File: src/rtl/rv_retire_fifo.sv
// rv_retire_fifo
// ---------------------------------------------------------------------------
// Buffers one record per retired instruction and drains the records through a
// valid/ready stream to a trace sink. If the buffer overflows, whole records
// are discarded and counted. Once space frees up, a single DROP marker record
// carrying that count is inserted, so the sink can see exactly where the gap
// in the trace is.
//
// Ports
//   i_clk, i_reset          clock, synchronous active-high reset
//   i_flush                 synchronous clear (same effect as reset)
//   i_retire_*              retiring instruction: pc, instr, rd write,
//                           memory access
//   o_rec_valid/i_rec_ready head-of-queue handshake
//   o_rec_*                 head record fields (show-ahead)
//   o_level                 occupied entries, 0..DEPTH
//   o_lossy                 high while records are being dropped
//   o_drop_count            drops since the last marker (saturating)
// ---------------------------------------------------------------------------
module rv_retire_fifo #(
  parameter  int DEPTH = 16,
  localparam int LW    = $clog2(DEPTH) + 1
) (
  input  logic          i_clk,
  input  logic          i_reset,
  input  logic          i_flush,
  input  logic          i_retire_valid,
  input  logic [29:0]   i_retire_pc,
  input  logic [31:0]   i_retire_instr,
  input  logic          i_retire_reg_write,
  input  logic [4:0]    i_retire_rd,
  input  logic [31:0]   i_retire_reg_data,
  input  logic          i_retire_mem_read,
  input  logic          i_retire_mem_write,
  input  logic [31:0]   i_retire_mem_addr,
  input  logic [3:0]    i_retire_mem_sel,
  input  logic [31:0]   i_retire_mem_data,
  output logic          o_rec_valid,
  input  logic          i_rec_ready,
  output logic          o_rec_drop,
  output logic [29:0]   o_rec_pc,
  output logic [31:0]   o_rec_instr,
  output logic [2:0]    o_rec_flags,
  output logic [4:0]    o_rec_rd,
  output logic [31:0]   o_rec_reg_data,
  output logic [31:0]   o_rec_mem_addr,
  output logic [3:0]    o_rec_mem_sel,
  output logic [31:0]   o_rec_mem_data,
  output logic [LW-1:0] o_level,
  output logic          o_lossy,
  output logic [15:0]   o_drop_count
);

  localparam int AW = LW - 1;
  // drop + pc + instr + flags + rd + reg_data + mem_addr + mem_sel + mem_data
  localparam int RW = 1 + 30 + 32 + 3 + 5 + 32 + 32 + 4 + 32;

  typedef enum logic {ST_NORMAL, ST_LOSSY} state_t;

  state_t        state_reg, state_next;
  logic [RW-1:0] mem [DEPTH];
  logic [LW-1:0] wr_ptr_reg, rd_ptr_reg;
  logic [LW-1:0] level;
  logic [15:0]   drop_count_reg, drop_count_next;
  logic [16:0]   drop_sum;
  logic [15:0]   drop_inc;
  logic          full, pop, push, push_marker;
  logic [RW-1:0] instr_rec, marker_rec, push_rec, head_rec;

  // Pointers carry an extra wrap bit, so the difference is the true level
  // and full/empty are never ambiguous.
  assign level = wr_ptr_reg - rd_ptr_reg;
  // Full is taken from the registered level: a pop in the same cycle does
  // not make room for a push.
  assign full        = (level == LW'(DEPTH));
  assign o_rec_valid = (level != '0);
  assign pop         = o_rec_valid && i_rec_ready;

  // Saturating count of the drops so far plus a retire arriving this cycle.
  assign drop_sum = {1'b0, drop_count_reg} + {16'd0, i_retire_valid};
  assign drop_inc = drop_sum[16] ? 16'hFFFF : drop_sum[15:0];

  assign instr_rec  = {1'b0, i_retire_pc, i_retire_instr,
                       {i_retire_mem_write, i_retire_mem_read, i_retire_reg_write},
                       i_retire_rd, i_retire_reg_data, i_retire_mem_addr,
                       i_retire_mem_sel, i_retire_mem_data};
  // A retire that lands in the marker cycle is itself dropped, so it is
  // included in the count (drop_inc rather than drop_count_reg).
  assign marker_rec = {1'b1, 30'd0, 32'd0, 3'd0, 5'd0, {16'h0, drop_inc},
                       32'd0, 4'd0, 32'd0};
  assign push_rec   = push_marker ? marker_rec : instr_rec;

  // State register, pointers and drop counter.
  always_ff @(posedge i_clk) begin
    if (i_reset || i_flush) begin
      state_reg      <= ST_NORMAL;
      wr_ptr_reg     <= '0;
      rd_ptr_reg     <= '0;
      drop_count_reg <= '0;
    end else begin
      state_reg      <= state_next;
      drop_count_reg <= drop_count_next;
      if (push) wr_ptr_reg <= wr_ptr_reg + LW'(1);
      if (pop)  rd_ptr_reg <= rd_ptr_reg + LW'(1);
    end
  end

  // Record storage. A write never targets the head entry while that entry is
  // valid, because a push is only allowed when the buffer is not full.
  always_ff @(posedge i_clk) begin
    if (push && !i_reset && !i_flush)
      mem[wr_ptr_reg[AW-1:0]] <= push_rec;
  end

  // Next-state logic.
  always_comb begin
    state_next = state_reg;
    case (state_reg)
      ST_NORMAL: if (i_retire_valid && full) state_next = ST_LOSSY;
      ST_LOSSY:  if (!full)                  state_next = ST_NORMAL;
    endcase
  end

  // Output logic: push decisions and drop counter update.
  always_comb begin
    push            = 1'b0;
    push_marker     = 1'b0;
    drop_count_next = drop_count_reg;
    case (state_reg)
      ST_NORMAL: begin
        if (i_retire_valid) begin
          if (!full) push = 1'b1;
          else       drop_count_next = 16'd1;
        end
      end
      ST_LOSSY: begin
        if (full) begin
          drop_count_next = drop_inc;
        end else begin
          push            = 1'b1;
          push_marker     = 1'b1;
          drop_count_next = 16'd0;
        end
      end
    endcase
  end

  // Show-ahead head: outputs come straight from the registered storage.
  assign head_rec = mem[rd_ptr_reg[AW-1:0]];
  assign {o_rec_drop, o_rec_pc, o_rec_instr, o_rec_flags, o_rec_rd,
          o_rec_reg_data, o_rec_mem_addr, o_rec_mem_sel, o_rec_mem_data} = head_rec;

  assign o_level      = level;
  assign o_lossy      = (state_reg == ST_LOSSY);
  assign o_drop_count = drop_count_reg;

endmodule
File: config.mk
export PLATFORM = sky130hd
export DESIGN_NAME = rv_retire_fifo
export DESIGN_NICKNAME = d
export VERILOG_FILES = /design/src/rtl/rv_retire_fifo.sv
export SDC_FILE = /design/constraint.sdc
export NUM_CORES = 2
export LEC_CHECK = 0
export ABC_CLOCK_PERIOD_IN_PS = 22500
export CAP_MARGIN = 20
export CORE_MARGIN = 1
export CORE_UTILIZATION = 58
export CTS_BUF_LIST = sky130_fd_sc_hd__clkbuf_8
export DETAILED_ROUTE_END_ITERATION = 10
export GPL_ROUTABILITY_DRIVEN = 0
export PLACE_DENSITY = 0.77
export REMOVE_ABC_BUFFERS = 1
export SETUP_SLACK_MARGIN = 0.02
export SYNTH_ARGS = -nofsm -noshare
export SYNTH_HDL_FRONTEND = slang
export SYNTH_SLANG_ARGS = --single-unit
File: constraint.sdc
create_clock -name i_clk -period 22.5 [get_ports i_clk]
set_input_delay 4.5 -clock i_clk [delete_from_list [all_inputs] [get_ports i_clk]]
set_output_delay 4.5 -clock i_clk [all_outputs]
set_load 0.05 [all_outputs]
==> run summary <==
GRT Overall Usage = 0.262
Final nets = 5152
Unrepaired setup endpoints after global routing = no
Outcome = finished clean
Hold WS = 0.520 ns
TritonRoute pass-1 iters = 6
Chip width = 429 um
H-Tree Depth = 5
Worst Skew = 0.0811 ns
Leading cell types in the layout, fill and taps excluded = 2736 x edfxtp_1, 845 x mux4_2, 446 x clkbuf_8
Wirelength per Cell = 31.0 um
Routed Antenna Nets = 0
DR iter-0 viols = 5899
Largest stage delay, worst path = 0.92 ns
Post-Synthesis Cells = 4276
Largest register FFs = 2736
Compound-gate portion of the synthesized area = 0.00755
Clock-pin slew on the worst setup and hold paths = 0.06 ns
Least-Margin Pin Slew = 1.11 ns
Max transition margin = 0.261
Max Freq = 0.0902 GHz
Yosys top cell area share = 0.778
Vias per Instance = 6.40
Syn_area_per_cell = 24.7 um2
CP required = 18.00 ns
Synth-to-layout area growth = 13.8%
Overall Power = 0.0100 W
IO Pins = 369
Synth Area in Adders = 0.00149
Hold Crit Class = register to register
Register bit total from synthesis = 2767
Global-route wire length before repair = 346 mm
Slowest cell on crit path = dfxtp_4
Worst-Skew Late Latency = 1.09 ns
Post-Syn Area = 106000 um2
Maximum fanout along the worst path = 50
Power per standard cell area = 83.4 nW/um2
Register area share after synthesis = 0.784
Largest family of logic cells by synthesized area = multiplexers
Cells along the critical path = buf_4 > buf_4 > buf_4 > mux4_2 > mux4_2 > clkdlybuf4s50_1
Asr flop ratio synth = 0
Placed cell count = 6894
Vias in the first global route = 51400
Post-synthesis mux area share = 0.182
Core area = 181000 um2
DRC Markers = 0
Max_cap viols = 0
Clock root cell = clkbuf_8
Buffers on Ports = 368
Startpoint Class = register
Critical path arrival = 6.59 ns
Final worst setup slack = 11.41 ns
Yosys top cell by area = edfxtp_1
Initial antenna violation count = 22
Ranking of synthesized cells by area = edfxtp_1 78%, mux4_2 18%, and2_1 0.92%
Worst VDD drop = 0.0000459 V
Commonest non-fill, non-tap cell in the layout = edfxtp_1
Aggregate routed wire length = 238 mm
DIE HEIGHT = 429 um
Clk sinks = 2767
Post-synth EDFFs = 2736
Largest net degree at the start of global routing = 158
Die area = 184000 um2
Final std cells w/o fill = 7671
Top FF cell, synth = edfxtp_1
Pleak = 36.6 nW
Setup-failing EPs final = 0
Warnings, synthesis = 0
CP Capture Type = primary output
Critical Setup Path Class = register to primary output
Routed via count = 49100
Most numerous cell on the critical path = buf_4
Post-synthesis cell type count = 59
Max Slew Vio Count = 0
Post-cts sizing count = 0
Simple-gate share of the synthesized area = 0.0149
Hold Violations, Final = 0
Total CTS buffers = 437
Final Cycle Share = 0.493
Setup Fix Bufs, Post-CTS = 0
Tmin final = 11.09 ns
XOR/XNOR Fraction of Synth Area = 0.000486
Share of cells above drive strength 1 = 0.286
CTS tree = built
Grt ovf = 0
Post-DP HPWL = 118 mm
Site Rows = 156
Cts hold-fix bufs = 0
Initial Util = 0.584
Place WS = 12.31 ns
Max Root-Sink Buffers = 4
path summary, 6_finish.rpt:
path	to	slack (ns)	from	depth (start not counted)
worst max-delay path	o_rec_mem_data[1]	11.41	register	6
worst min-delay path	register	0.52	rd_ptr_reg[3]	2
worst min register to register	register	0.52	rd_ptr_reg[3]	2
worst max register to register	mem[5][156]	16.64	wr_ptr_reg[0]	12
layer usage:
| metal | wire length [um] | global-route usage | vias to the layer above |
|---|---|---|---|
| met5 | 23 | 0 | - |
| met4 | 5770 | 0.0818 | 4 |
| li1 | - | - | 19900 |
| met2 | 120000 | 0.423 | 2479 |
| met1 | 92800 | 0.371 | 26300 |
| met3 | 19400 | 0.0468 | 374 |
worst max-delay path: cells and delay by family (launching register included):
kind	cells	cell delay, ns
flops	1	0.92
buf+inv	4	3.26
mux	2	1.10
cells in the mapped netlist (2+ instances only):
cell type  number
edfxtp_1     2736
mux4_2        845
and2_1        155
buf_2         103
clkbuf_1       92
a21oi_1        42
dfxtp_1        31
o21ai_0        25
buf_1          24
nor2_1         24
nand2_1        19
nand3_1        18
inv_1          14
mux2i_1        12
ha_1           11
a211oi_1       10
nor2b_1        10
a31oi_1         8
nor3_1          8
a21o_1          6
nand2b_1        6
nand4_1         6
mux2_2          5
and3_1          4
or2_2           4
or3_1           4
a211oi_2        3
a41oi_1         3
buf_4           3
buf_6           3
nand3b_1        3
o31a_1          3
xor2_1          3
a211o_1         2
a21oi_2         2
a31o_2          2
inv_2           2
nand4_2         2
nor4_1          2
or4_1           2
final cells by class:
class                   instances  area, um2
diodes                         12       30.0
clock buffers                 446       6140
clock inverters               317       1670
fillers                     11000      60500
inverters                      16       60.1
multi-input cells            1268      21900
flip-flops and latches       2767      82800
well taps                    2370       2970
repair buffers                475       4650
stage by stage:
step / setup TNS [ns] / util / cell area [um2]
floorplan: -1984.84 / - / 105000
global placement: 0 / 0.621 / 112000
detailed placement: 0 / 0.622 / 112000
CTS: 0 / 0.665 / 120000
global route: 0 / 0.665 / 120000
finish: 0 / 0.665 / 120000
cell families (layout without fill, tap and decap cells):
logic type	count (synthesis)	after routing
compound gates	119	119
mux	862	862
buf+inv	241	1254
other cells	0	12
simple gates	270	270
xor+xnor	5	5
fa+ha+maj	12	12
flops	2767	2767
power breakdown:
group	switching (W)	total [W]	leakage, nW	internal [W]
registers	0.00000694	0.00569	24.8	0.00569
clock network	0.00186	0.00386	4.49	0.00200
logic	0.000279	0.000478	7.26	0.000199
total	0.00214	0.0100	36.6	0.00789
Power figures use the tool's default switching activity.
